### config.mk
export PLATFORM = sky130hd
export DESIGN_NAME = fetch_stage
export DESIGN_NICKNAME = d
export VERILOG_FILES = /design/src/rtl/fetch_stage.sv
export SDC_FILE = /design/constraint.sdc
export NUM_CORES = 1
export LEC_CHECK = 0
export BUFFER_PORTS_ARGS = -buffer_cell sky130_fd_sc_hd__buf_2
export CORE_ASPECT_RATIO = 2
export CORE_MARGIN = 2
export CORE_UTILIZATION = 55
export DETAILED_ROUTE_END_ITERATION = 16
export PLACE_DENSITY = 0.81
export SLEW_MARGIN = 15
export SYNTH_ARGS = -nofsm -noshare
export SYNTH_HDL_FRONTEND = slang
export SYNTH_SLANG_ARGS = --single-unit
### constraint.sdc
create_clock -name clk -period 4.3 [get_ports clk]
set_clock_uncertainty 0.2 [all_clocks]
set_input_delay 0.215 -clock clk [delete_from_list [all_inputs] [get_ports clk]]
set_output_delay 0.215 -clock clk [all_outputs]
set_load 0.05 [all_outputs]
### src/rtl/fetch_stage.sv
// Instruction fetch stage: issues one instruction-bus request at a time,
// forwards fetched words to decode, and handles stalls and redirects.
// Optional feature macro: FETCH_MISALIGN_CHECK_EN (misaligned pc reports
// INSTRMISALIGN instead of issuing a bus request).

package fetch_stage_pkg;

  localparam int unsigned XLEN = 64;
  localparam int unsigned ILEN = 32;

  typedef enum logic [1:0] {
    NOERROR       = 2'd0,
    INSTRMISALIGN = 2'd1
  } fetch_err_e;

  typedef struct packed {
    logic             valid;
    logic [XLEN-1:0]  pc;
    logic [ILEN-1:0]  raw_instr;
    fetch_err_e       error;
  } fetch_data_t;

endpackage

module fetch_stage
  import fetch_stage_pkg::*;
#(
  parameter logic [XLEN-1:0] RESET_PC = 64'h0000_0000_8000_0000
) (
  input  logic            clk,
  input  logic            reset,
  input  logic            stopd,
  input  logic            stope,
  input  logic            stopm,
  input  logic            branch,
  input  logic [XLEN-1:0] branch_target,
  input  logic            flushde,
  input  logic [XLEN-1:0] flush_target,
  output logic            ireq_valid,
  output logic [XLEN-1:0] ireq_addr,
  input  logic            iresp_ok,
  input  logic [ILEN-1:0] iresp_data,
  output fetch_data_t     dataF
);

  typedef enum logic [1:0] {
    IDLE    = 2'd0,
    REQ     = 2'd1,
    HOLD    = 2'd2,
    DISCARD = 2'd3
  } state_e;

  state_e          state_q,      state_d;
  logic [XLEN-1:0] pc_q,         pc_d;
  fetch_data_t     data_q,       data_d;
  logic [ILEN-1:0] hold_q,       hold_d;
  logic            ireq_valid_q, ireq_valid_d;
  logic [XLEN-1:0] ireq_addr_q,  ireq_addr_d;
  logic            err_sent_q,   err_sent_d;

  logic            stall;
  logic            redirect;
  logic [XLEN-1:0] redirect_pc;
  logic [XLEN-1:0] pc_inc;

  // Stall/redirect qualification; flush wins over branch
  always_comb begin
    stall       = stopd | stope | stopm;
    redirect    = flushde | branch;
    redirect_pc = flushde ? flush_target : branch_target;
    pc_inc      = pc_q + XLEN'(4);
  end

  // Next-state, next-pc, decode payload and bus request
  always_comb begin
    logic misal_now;

    state_d      = state_q;
    pc_d         = pc_q;
    data_d       = data_q;
    hold_d       = hold_q;
    ireq_valid_d = 1'b0;
    ireq_addr_d  = ireq_addr_q;
    err_sent_d   = err_sent_q;
    misal_now    = 1'b0;
`ifdef FETCH_MISALIGN_CHECK_EN
    misal_now    = (pc_q[1:0] != 2'b00);
`endif

    unique case (state_q)
      IDLE: begin
        state_d = REQ;
      end

      REQ: begin
        if (redirect) begin
          // An outstanding request whose response is not here yet must be drained
          data_d.valid = 1'b0;
          pc_d         = redirect_pc;
          hold_d       = '0;
          err_sent_d   = 1'b0;
          state_d      = (iresp_ok || misal_now) ? REQ : DISCARD;
        end else if (misal_now) begin
          // No bus traffic; report the fault once, then idle until redirected
          if (!stall) begin
            if (!err_sent_q) begin
              data_d     = '{valid: 1'b1, pc: pc_q, raw_instr: '0, error: INSTRMISALIGN};
              err_sent_d = 1'b1;
            end else begin
              data_d.valid = 1'b0;
            end
          end
        end else if (iresp_ok) begin
          if (stall) begin
            hold_d  = iresp_data;
            state_d = HOLD;
          end else begin
            data_d = '{valid: 1'b1, pc: pc_q, raw_instr: iresp_data, error: NOERROR};
            pc_d   = pc_inc;
          end
        end else if (!stall) begin
          data_d.valid = 1'b0;
        end
      end

      HOLD: begin
        if (redirect) begin
          data_d.valid = 1'b0;
          pc_d         = redirect_pc;
          hold_d       = '0;
          err_sent_d   = 1'b0;
          state_d      = REQ;
        end else if (!stall) begin
          data_d  = '{valid: 1'b1, pc: pc_q, raw_instr: hold_q, error: NOERROR};
          pc_d    = pc_inc;
          hold_d  = '0;
          state_d = REQ;
        end
      end

      DISCARD: begin
        // Stale response is dropped; only the target pc can change here
        if (redirect) begin
          data_d.valid = 1'b0;
          pc_d         = redirect_pc;
          err_sent_d   = 1'b0;
        end
        if (iresp_ok) begin
          state_d = REQ;
        end
      end

      default: begin
        state_d = IDLE;
      end
    endcase

    // Request for the upcoming cycle; DISCARD keeps the old address on the bus
    if (state_d == DISCARD) begin
      ireq_valid_d = 1'b1;
    end else if (state_d == REQ) begin
      ireq_valid_d = 1'b1;
      ireq_addr_d  = {pc_d[XLEN-1:2], 2'b00};
`ifdef FETCH_MISALIGN_CHECK_EN
      if (pc_d[1:0] != 2'b00) begin
        ireq_valid_d = 1'b0;
      end
`endif
    end
  end

  // State and output registers with asynchronous active-low reset
  always_ff @(posedge clk or negedge reset) begin
    if (!reset) begin
      state_q      <= IDLE;
      pc_q         <= RESET_PC;
      data_q       <= '0;
      hold_q       <= '0;
      ireq_valid_q <= 1'b0;
      ireq_addr_q  <= {RESET_PC[XLEN-1:2], 2'b00};
      err_sent_q   <= 1'b0;
    end else begin
      state_q      <= state_d;
      pc_q         <= pc_d;
      data_q       <= data_d;
      hold_q       <= hold_d;
      ireq_valid_q <= ireq_valid_d;
      ireq_addr_q  <= ireq_addr_d;
      err_sent_q   <= err_sent_d;
    end
  end

  assign ireq_valid = ireq_valid_q;
  assign ireq_addr  = ireq_addr_q;
  assign dataF      = data_q;

endmodule

==> results of run 1 <==
[report_power, final]
part           internal, mW  switching (mW)  total [mW]  leakage, nW
clock                  1.20           0.989        2.18        0.381
combinational         0.857            2.20        3.06         4.48
sequential             2.87           0.445        3.31         3.18
[cells in the final DEF (no fill, tap or decap), types with 11 or more instances in the layout]
cell	instances
nand2_1	234
a22o_1	11
mux2i_1	41
and2_1	12
nand4_1	38
o22ai_1	39
o221ai_1	15
a211oi_1	14
nor2_1	114
buf_2	326
inv_1	17
buf_4	56
a31oi_1	36
o211ai_1	11
clkbuf_16	23
nor4_1	33
o31ai_1	18
nand3_1	45
o21ai_0	130
dfrtp_1	253
dlygate4sd3_1	104
and4_1	13
or3_1	13
a21oi_1	64
nor3_1	35
mux2_2	91
[synth_stat cells, drive strengths merged, types with 11 or more instances]
| cell type | number | area (µm²) |
|---|---|---|
| nor3 | 36 | 185 |
| dfrtp | 255 | 6380 |
| a22o | 11 | 96.3 |
| o211ai | 11 | 82.6 |
| buf | 30 | 154 |
| o22ai | 39 | 244 |
| mux2i | 41 | 410 |
| nand2 | 235 | 885 |
| clkbuf | 107 | 403 |
| a21oi | 65 | 325 |
| or3 | 13 | 81.3 |
| and3 | 11 | 70.1 |
| o21ai | 131 | 656 |
| and4 | 14 | 124 |
| nor2 | 120 | 460 |
| nand3 | 47 | 248 |
| o221ai | 15 | 131 |
| mux2 | 91 | 1020 |
| a211oi | 14 | 105 |
| o31ai | 20 | 160 |
| inv | 18 | 67.6 |
| a31oi | 36 | 225 |
| and2 | 12 | 75.1 |
| nand4 | 38 | 238 |
| nor4 | 34 | 228 |
[layer usage]
layer	track usage, %	up-vias
met5	0	-
met4	35.1	2
met3	8.50	346
met2	74.2	1091
met1	46.7	7458
li1	-	6669
[cells by family after synthesis]
kind of cell             after synthesis
adder cells (fa/ha/maj)                1
flip-flops                           257
buffers and inverters                157
multiplexers                         132
other                                  1
AND/OR/NAND/NOR                      596
AO/OA/AOI/OAI                        447
XOR/XNOR                               5
[timing repair]
item                                   4_1_cts  5_1_grt
buffers inserted                             0        0
endpoints found under the hold margin      211        0
hold buffers                               104        0
[sequential cells by signal (all words and copies together) (netlist names)]
register and flops:
dataF 97, hold_q 32, ireq_addr 62, pc_q 64
state_q 2
[critical path, stage by stage, from the launching register on]
cell,delay [ns]
dfrtp_1,0.48
ha_1,0.24
nor4b_1,0.53
nand4_1,0.44
nor4_1,0.79
a311oi_1,0.18
a311oi_1,0.30
a22o_1,0.20
mux2_2,0.15
[cell type report]
type	instances	area (µm²)	share of cell area, %
clock inverter	12	126	0.690
tap	340	425	2.32
timing repair buffer	493	3230	17.6
sequential	257	6440	35.2
inverter	20	75.1	0.410
multi-input combinational	1185	7370	40.2
clock buffer	29	648	3.54
[final timing paths]
kind	end	slack (ns)	depth (start not counted)	startpoint
max	ireq_addr[34]$_DFFE_PN0P_	0.71	8	pc_q[2]$_DFF_PN0_
min	pc_q[30]$_DFF_PN0_	-0.01	3	branch_target[30]
max reg2reg	ireq_addr[34]$_DFFE_PN0P_	0.71	8	pc_q[2]$_DFF_PN0_
min reg2reg	dataF[8]$_DFFE_PN0P_	0.27	2	dataF[8]$_DFFE_PN0P_
max in group asynchronous	pc_q[31]$_DFF_PN1_	2.76	3	reset
min in group asynchronous	dataF[83]$_DFFE_PN0P_	0.10	2	reset
[metrics by stage]
stage,instances,power [mW],hold slack [ns]
after global routing,2336,8.81,0.0212
after detailed placement,2191,6.24,0.130
after global placement,2191,6.18,0.117
after CTS,2336,8.49,0.00129
final,2336,8.56,-0.0122
after floorplan,1599,5.26,-0.281
==> results.py, run 1 <==
metrics = {
    "run_status": {
        "outcome": "finished, violations left",
        "violations": "hold timing",
    },
    "global_route": {
        "grt_pass1_wl_um": 91800,
        "grt_max_degree": 107,
        "antenna_found_initial": 1,
        "grt_pass1_vias": 16200,
        "groute.usage.overall_pct": 43.5,
        "gr-total-overflow": 0,
    },
    "placed_design": {
        "port_buffers": 327,
        "hpwl_um": 41600,
        "place_area_um2": 16500,
        "place_ws_ns": 0.801,
        "place.gp.congestion": 1.02,
    },
    "detailed_routing": {
        "wl_met1_um": 20100,
        "routed-wl-met3_um": 5240,
        "post_drt_wl_per_cell_um": 26.1,
        "wl_um": 60900,
        "drt_iter0_drc": 1616,
        "drcViolationCount": 0,
        "wl_met2_um": 30000,
        "top_layer_used": "met5",
        "route.vias.total": 15600,
        "ant_nets": 0,
        "first_pass_iters": 6,
        "via_per_inst": 6.66,
    },
    "final_layout": {
        "drive_gt1_share_pct": 28.0,
        "area_growth_pct": 27.5,
        "fin_util_pct": 71.4,
        "nNetsFinal": 2149,
        "n_fill_cell": 1917,
        "n_antenna_cell": 0,
        "design_area_um2": 18300,
    },
    "clock_tree": {
        "cts_tree": "yes",
        "cts-htree-levels": 1,
        "clk_path_buf_depth": 3,
        "ctsResizeCount": 0,
        "cts.sinks": 257,
        "cts_root_buffer": "clkbuf_16",
        "cts_made_buffers": 23,
        "clk_pin_slew_worst_paths_ns": 0.07,
        "clk_latency_ns": 0.54,
    },
    "sta": {
        "setup_violations": 0,
        "tns_ns": 0,
        "post-route-worst-setup-slack_ns": 0.715,
        "slew-limit-headroom_pct": 27.0,
        "slew_violations": 0,
        "min_period_over_period_pct": 83.4,
        "hold_viol_final": 2,
        "timing.final.crit_period_ns": 3.59,
        "fin_hold_ws_ns": -0.0122,
        "fmax_ghz": 0.279,
        "worstMarginPinSlew_ns": 1.09,
        "rsz0062_at_grt": "no",
    },
    "setup_path": {
        "criticalPathCategory": "reg -> reg",
        "crit_fanout": 8,
        "endpoint_kind": "flip-flop",
        "start_kind": "flip-flop",
        "cp_data_required_time_ns": 4.57,
        "arrival_ns": 3.85,
    },
    "floorplan": {
        "core-area_um2": 25700,
        "start_util_pct": 56.0,
        "die_h_um": 233,
        "die_area_um2": 27500,
        "io_pins": 332,
        "rows": 83,
        "fp.dieW_um": 118,
    },
    "job": {
        "cap_violations": 0,
    },
    "yosys": {
        "synth.distinct_cells": 81,
        "yosys.area_share.simple_pct": 19.9,
        "syn_area_um2": 14400,
        "yosysWarningCount": 0,
        "ys_seq_area_share_pct": 44.8,
        "synth_top_family_by_area": "compound AO/OA/AOI/OAI gates",
        "synth_compound_area_share_pct": 20.5,
        "synth-adder-area-share_pct": 0.0871,
        "ys_ff_latch": 257,
        "synthMuxAreaShare_pct": 9.99,
        "synth_xor_xnor_area_share_pct": 0.305,
        "syn_inst": 1596,
        "syn_avg_cell_area_um2": 9.00,
        "synth_edf_count": 0,
        "synth-async-reset-ratio_pct": 100,
        "ys.flop_type": "dfrtp_1",
    },
    "pwr": {
        "leakage_nw": 8.04,
        "p_per_area_nw_per_um2": 467,
        "ir_worst_vdd_uv": 441,
    },
    "worst_hold_path": {
        "hold_class": "in -> reg",
    },
}
Power figures use the tool's default switching activity.
==> run 2, diff against run 1 <==
CORE_UTILIZATION = 50   (was 55)
PLACE_DENSITY = 0.78   (was 0.81)
clock period = 2.9 ns   (was 4.3 ns; I/O delays follow)
==> results.py, run 2 (synthesis gave the netlist of run 1 again) <==
metrics = {
    "global_route": {
        "grt_use_met2_pct": 69.2,
        "grt_pass1_wl_um": 98100,
        "grtUsageMet1_pct": 47.2,
        "gr-total-overflow": 0,
        "grt.busiest_layer": "met2",
        "grt_max_degree": 72,
        "grt.met3_usage_pct": 10.6,
        "grt_pass1_vias": 16900,
        "antenna_found_initial": 2,
        "groute.usage.overall_pct": 43.3,
    },
    "final_layout": {
        "area_growth_pct": 42.3,
        "n_antenna_cell": 0,
        "largest_reg_flops": 97,
        "final_cell_mix": "buf_2, dfrtp_1, nand2_1, buf_4, dlygate4sd3_1",
        "drive_gt1_share_pct": 35.2,
        "layout_commonest_cell": "buf_2",
        "nNetsFinal": 2347,
        "n_fill_cell": 2031,
    },
    "setup_path": {
        "worstReg2RegEnd": "ireq_addr[42]$_DFFE_PN0P_",
        "endpoint": "ireq_addr[42]$_DFFE_PN0P_",
        "criticalPathCategory": "reg -> reg",
        "start_kind": "flip-flop",
        "worst-path-buf-inv": 1,
        "crit_chain": "ha_2 > or4b_4 > nor4_4 > buf_12 > nand4_1 > o31a_1 > or4_1 > o31ai_2 > mux2_4",
        "cp_data_required_time_ns": 3.20,
        "crit_fanout": 9,
        "arrival_ns": 3.32,
        "rrSetupSlack_ns": -0.12,
        "crit_cells": 9,
        "reg2reg_from": "pc_q[2]$_DFF_PN0_",
        "r2r_cells": 9,
        "endpoint_kind": "flip-flop",
        "cp-startpoint": "pc_q[2]$_DFF_PN0_",
        "critPathSlowestCell": "or4b_4",
        "critPathTopFamily": "simple AND/OR/NAND/NOR gates",
        "max_stage_delay_ns": 0.55,
    },
    "floorplan": {
        "io_pins": 332,
        "start_util_pct": 50.9,
        "fp.dieW_um": 124,
        "die_area_um2": 30200,
        "die_h_um": 244,
        "core-area_um2": 28200,
        "rows": 87,
    },
    "clock_tree": {
        "cts_root_buffer": "clkbuf_16",
        "cts_made_buffers": 24,
        "clk_pin_slew_worst_paths_ns": 0.07,
        "clk_path_buf_depth": 3,
        "cts_tree": "yes",
        "cts-htree-levels": 1,
        "cts.sinks": 257,
        "clk_latency_ns": 0.57,
    },
    "detailed_routing": {
        "first_pass_iters": 6,
        "wl_um": 65700,
        "route.vias.total": 16400,
        "ant_nets": 0,
        "drcViolationCount": 0,
        "drt_iter0_drc": 1711,
        "post_drt_wl_per_cell_um": 25.8,
        "via_per_inst": 6.43,
    },
    "placed_design": {
        "hpwl_um": 44900,
        "port_buffers": 327,
        "place.gp.congestion": 1.04,
        "place_ws_ns": -0.108,
    },
    "sta": {
        "worstMarginPinSlew_ns": 0.750,
        "fmax_ghz": 0.331,
        "slew_violations": 0,
        "rsz0062_at_grt": "yes",
        "min_period_over_period_pct": 104,
        "hold_viol_final": 0,
        "slew-limit-headroom_pct": 49.8,
        "fin_hold_ws_ns": 0.00986,
        "post-route-worst-setup-slack_ns": -0.124,
        "timing.final.crit_period_ns": 3.02,
        "setup_violations": 17,
    },
    "run_status": {
        "outcome": "finished, violations left",
        "violations": "setup timing",
    },
    "pwr": {
        "leakage_nw": 9.17,
        "p_per_area_nw_per_um2": 643,
        "ir_worst_vdd_uv": 643,
    },
    "job": {
        "cap_violations": 0,
    },
    "worst_hold_path": {
        "hold_class": "in -> reg",
        "hold_start": "flush_target[36]",
    },
}
-- run 2: changes by cell type in the layout (fill, tap and decap cells not counted), moves of 4 or more --
cell / change
clkinvlp_4: +5
nor4_4: +7
dlygate4sd3_1: +32
buf_6: +5
o21ai_0: -4
nor4_1: -13
nor4_2: +6
buf_12: +12
buf_4: +148
-- run 2: tightest hold or removal path: cells and delay by family --
kind,cells,cell delay [ns]
compound gates,3,0.41
buf+inv,1,0.11
simple gates,1,0.08
-- run 2: what timing repair did --
action / CTS / global route
hold buffers: 136 / 0
gates resized for setup: 10 / 63
hold endpoints to repair: 396 / 0
buffers inserted: 0 / 11
setup endpoints to repair: 24 / 54
pin swaps: 1 / 17
-- run 2: power breakdown --
group / total (mW) / internal (mW) / switching [mW]
Clock: 3.27 / 1.76 / 1.52
Combinational: 5.13 / 1.55 / 3.59
Sequential: 4.74 / 4.25 / 0.484
Total: 13.1 / 7.56 / 5.59
-- run 2: layout make-up --
class | instances | area [µm²] | area share [%]
multi-input combinational | 1185 | 7720 | 37.8
sequential | 257 | 6440 | 31.5
timing repair buffer | 690 | 4960 | 24.3
clock buffer | 31 | 678 | 3.32
tap | 356 | 445 | 2.18
clock inverter | 13 | 115 | 0.563
inverter | 20 | 78.8 | 0.386
-- run 2: metal layers --
layer	vias to the layer above	routed length, µm
met5	-	19
met2	1083	32000
met1	7908	21900
li1	7073	-
met4	4	5930
met3	349	5900
-- run 2: worst min-delay path by stage --
| stage | cells past startpoint | end | slack, ns |
|---|---|---|---|
| floorplan | 0 | dataF[10]$_DFFE_PN0P_ | -0.35 |
| global placement | 1 | hold_q[7]$_DFFE_PN0P_ | -0.04 |
| detailed placement | 1 | dataF[8]$_DFFE_PN0P_ | -0.03 |
| CTS | 5 | pc_q[36]$_DFF_PN0_ | 0.002 |
| global route | 4 | pc_q[37]$_DFF_PN0_ | 0.02 |
| finish | 5 | pc_q[36]$_DFF_PN0_ | 0.01 |
-- run 2: through the flow --
| step | cells | util [%] | area, µm² | setup TNS (ns) | power (mW) |
|---|---|---|---|---|---|
| floorplan | 1599 | - | 14400 | -0.0272 | 7.80 |
| global placement | 2361 | 63.2 | 17800 | -0.0912 | 9.46 |
| detailed placement | 2361 | 63.2 | 17800 | -0.904 | 9.55 |
| CTS | 2541 | 71.0 | 20000 | 0 | 12.9 |
| global route | 2552 | 72.5 | 20400 | -2.41 | 13.6 |
| finish | 2552 | 72.5 | 20400 | -0.814 | 13.1 |
==> run 3, diff against run 2 <==
REMOVE_ABC_BUFFERS = 1   (was unset)
==> results.py, run 3 (synthesis gave the netlist of run 1 again) <==
metrics = {
    "run_status": {
        "outcome": "finished, violations left",
        "violations": "setup timing",
    },
    "setup_path": {
        "criticalPathCategory": "reg -> reg",
        "critPathTopFamily": "simple AND/OR/NAND/NOR gates",
        "arrival_ns": 3.29,
        "worst-path-buf-inv": 1,
        "rrSetupSlack_ns": -0.1,
        "worstReg2RegEnd": "ireq_addr[42]$_DFFE_PN0P_",
        "crit_chain": "ha_2 > or4b_4 > nor4_4 > buf_6 > nand4_1 > o31a_1 > or4_1 > o31ai_2 > mux2_4",
        "cp_data_required_time_ns": 3.19,
        "crit_fanout": 4,
        "reg2reg_from": "pc_q[3]$_DFF_PN0_",
        "endpoint_kind": "flip-flop",
        "max_stage_delay_ns": 0.49,
        "r2r_cells": 9,
        "critPathSlowestCell": "or4b_4",
        "start_kind": "flip-flop",
    },
    "clock_tree": {
        "clk_pin_slew_worst_paths_ns": 0.07,
        "cts_made_buffers": 25,
        "cts_tree": "yes",
        "cts-htree-levels": 1,
        "cts.sinks": 257,
        "cts_root_buffer": "clkbuf_16",
        "clk_path_buf_depth": 3,
        "clk_latency_ns": 0.55,
    },
    "final_layout": {
        "design_area_um2": 20400,
        "nNetsFinal": 2326,
        "drive_gt1_share_pct": 35.4,
        "final_cell_mix": "buf_2, dfrtp_1, nand2_1, buf_4, dlygate4sd3_1",
        "layout_commonest_cell": "buf_2",
        "n_antenna_cell": 0,
        "largest_reg_flops": 97,
        "area_growth_pct": 41.7,
    },
    "floorplan": {
        "core-area_um2": 28200,
        "die_area_um2": 30200,
        "start_util_pct": 50.9,
        "die_h_um": 244,
        "fp.dieW_um": 124,
        "io_pins": 332,
        "rows": 87,
    },
    "detailed_routing": {
        "post_drt_wl_per_cell_um": 25.0,
        "via_per_inst": 6.44,
        "route.vias.total": 16300,
        "first_pass_iters": 7,
        "drt_iter0_drc": 1623,
        "wl_um": 63300,
        "ant_nets": 0,
        "drcViolationCount": 0,
    },
    "placed_design": {
        "place.gp.congestion": 1.04,
        "port_buffers": 327,
        "place_area_um2": 17600,
        "hpwl_um": 43700,
    },
    "pwr": {
        "p_per_area_nw_per_um2": 645,
        "ir_worst_vdd_uv": 467,
        "leakage_nw": 9.16,
        "report.power.total_mw": 13.1,
    },
    "global_route": {
        "grt_pass1_vias": 16800,
        "groute.usage.overall_pct": 41.8,
        "gr-total-overflow": 0,
        "antenna_found_initial": 0,
        "grt_pass1_wl_um": 95400,
        "grt_max_degree": 75,
    },
    "worst_hold_path": {
        "whs_path_depth": 4,
        "hold_class": "in -> reg",
        "hold_end": "pc_q[26]$_DFF_PN0_",
        "hold_start": "branch_target[26]",
    },
    "sta": {
        "worstMarginPinSlew_ns": 0.769,
        "setup_violations": 10,
        "min_period_over_period_pct": 103,
        "fin_hold_ws_ns": 0.0222,
        "fmax_ghz": 0.334,
        "timing.final.crit_period_ns": 3.00,
        "slew_violations": 0,
        "slew-limit-headroom_pct": 47.4,
        "rsz0062_at_grt": "yes",
        "tns_ns": -0.606,
        "hold_viol_final": 0,
        "post-route-worst-setup-slack_ns": -0.0978,
    },
    "job": {
        "cap_violations": 0,
    },
}
## run 3: cell types whose count changed in the layout (fill, tap and decap cells not counted), moves of 5 or more
cell / before / now
buf_4: 204 / 185
buf_6: 5 / 11
dlygate4sd3_1: 136 / 129
nor3_1: 34 / 29
## run 3: area by class of cell
class	count	area (µm²)
fillers	2067	7840
clock inverters	13	114
clock buffers	32	692
inverters	20	75.1
flip-flops and latches	257	6440
well taps	356	445
repair buffers	668	4780
multi-input cells	1185	7820
## run 3: repair_timing
action | in CTS | in global routing
endpoints found under the setup margin | 40 | 48
pin swaps | 11 | 39
hold endpoints to repair | 386 | 0
setup buffers | 11 | 12
hold buffers | 130 | 0
gates resized for setup | 29 | 73
## run 3: report_power, final
group / switching [mW] / leakage [nW] / internal (mW) / total (mW)
clock: 1.51 / 0.389 / 1.79 / 3.30
sequential: 0.495 / 3.18 / 4.25 / 4.75
combinational: 3.56 / 5.60 / 1.53 / 5.09
total: 5.56 / 9.16 / 7.57 / 13.1
## run 3: worst reg2reg max path, stage by stage (launching register included)
cell and delay, ns:
dfrtp_1 0.36, ha_2 0.18, or4b_4 0.49, nor4_4 0.32, buf_6 0.18, nand4_1 0.20, o31a_1 0.31, or4_1 0.42
o31ai_2 0.09, mux2_4 0.18
## run 3: layer usage
metal	routed length [µm]	track usage [%]
met4	6340	35.1
met2	31300	69.8
met5	0	0
met3	4810	7.44
met1	20800	44.4
## run 3: worst max-delay path by stage
stage / start / end / slack (ns) / cells after the start
after global routing: pc_q[3]$_DFF_PN0_ / ireq_addr[26]$_DFFE_PN0P_ / -0.16 / 9
final: pc_q[3]$_DFF_PN0_ / ireq_addr[42]$_DFFE_PN0P_ / -0.1 / 9
after CTS: pc_q[3]$_DFF_PN0_ / ireq_addr[42]$_DFFE_PN0P_ / -0.03 / 9
after floorplan: state_q[0]$_DFF_PN0_ / ireq_addr[58]$_DFFE_PN0P_ / -4.53 / 6
after detailed placement: pc_q[3]$_DFF_PN0_ / ireq_addr[58]$_DFFE_PN0P_ / -0.36 / 10
after global placement: pc_q[2]$_DFF_PN0_ / ireq_addr[52]$_DFFE_PN0P_ / -0.27 / 10
## run 3: metrics by stage
stage          cells  worst slack, ns  util (%)
6_report        2531          -0.0978      72.2
5_1_grt         2531           -0.163      72.2
4_1_cts         2522          -0.0335      70.7
3_5_place_dp    2336           -0.362      62.3
3_3_place_gp    2336           -0.265      62.3
2_1_floorplan   1462            -4.53         -
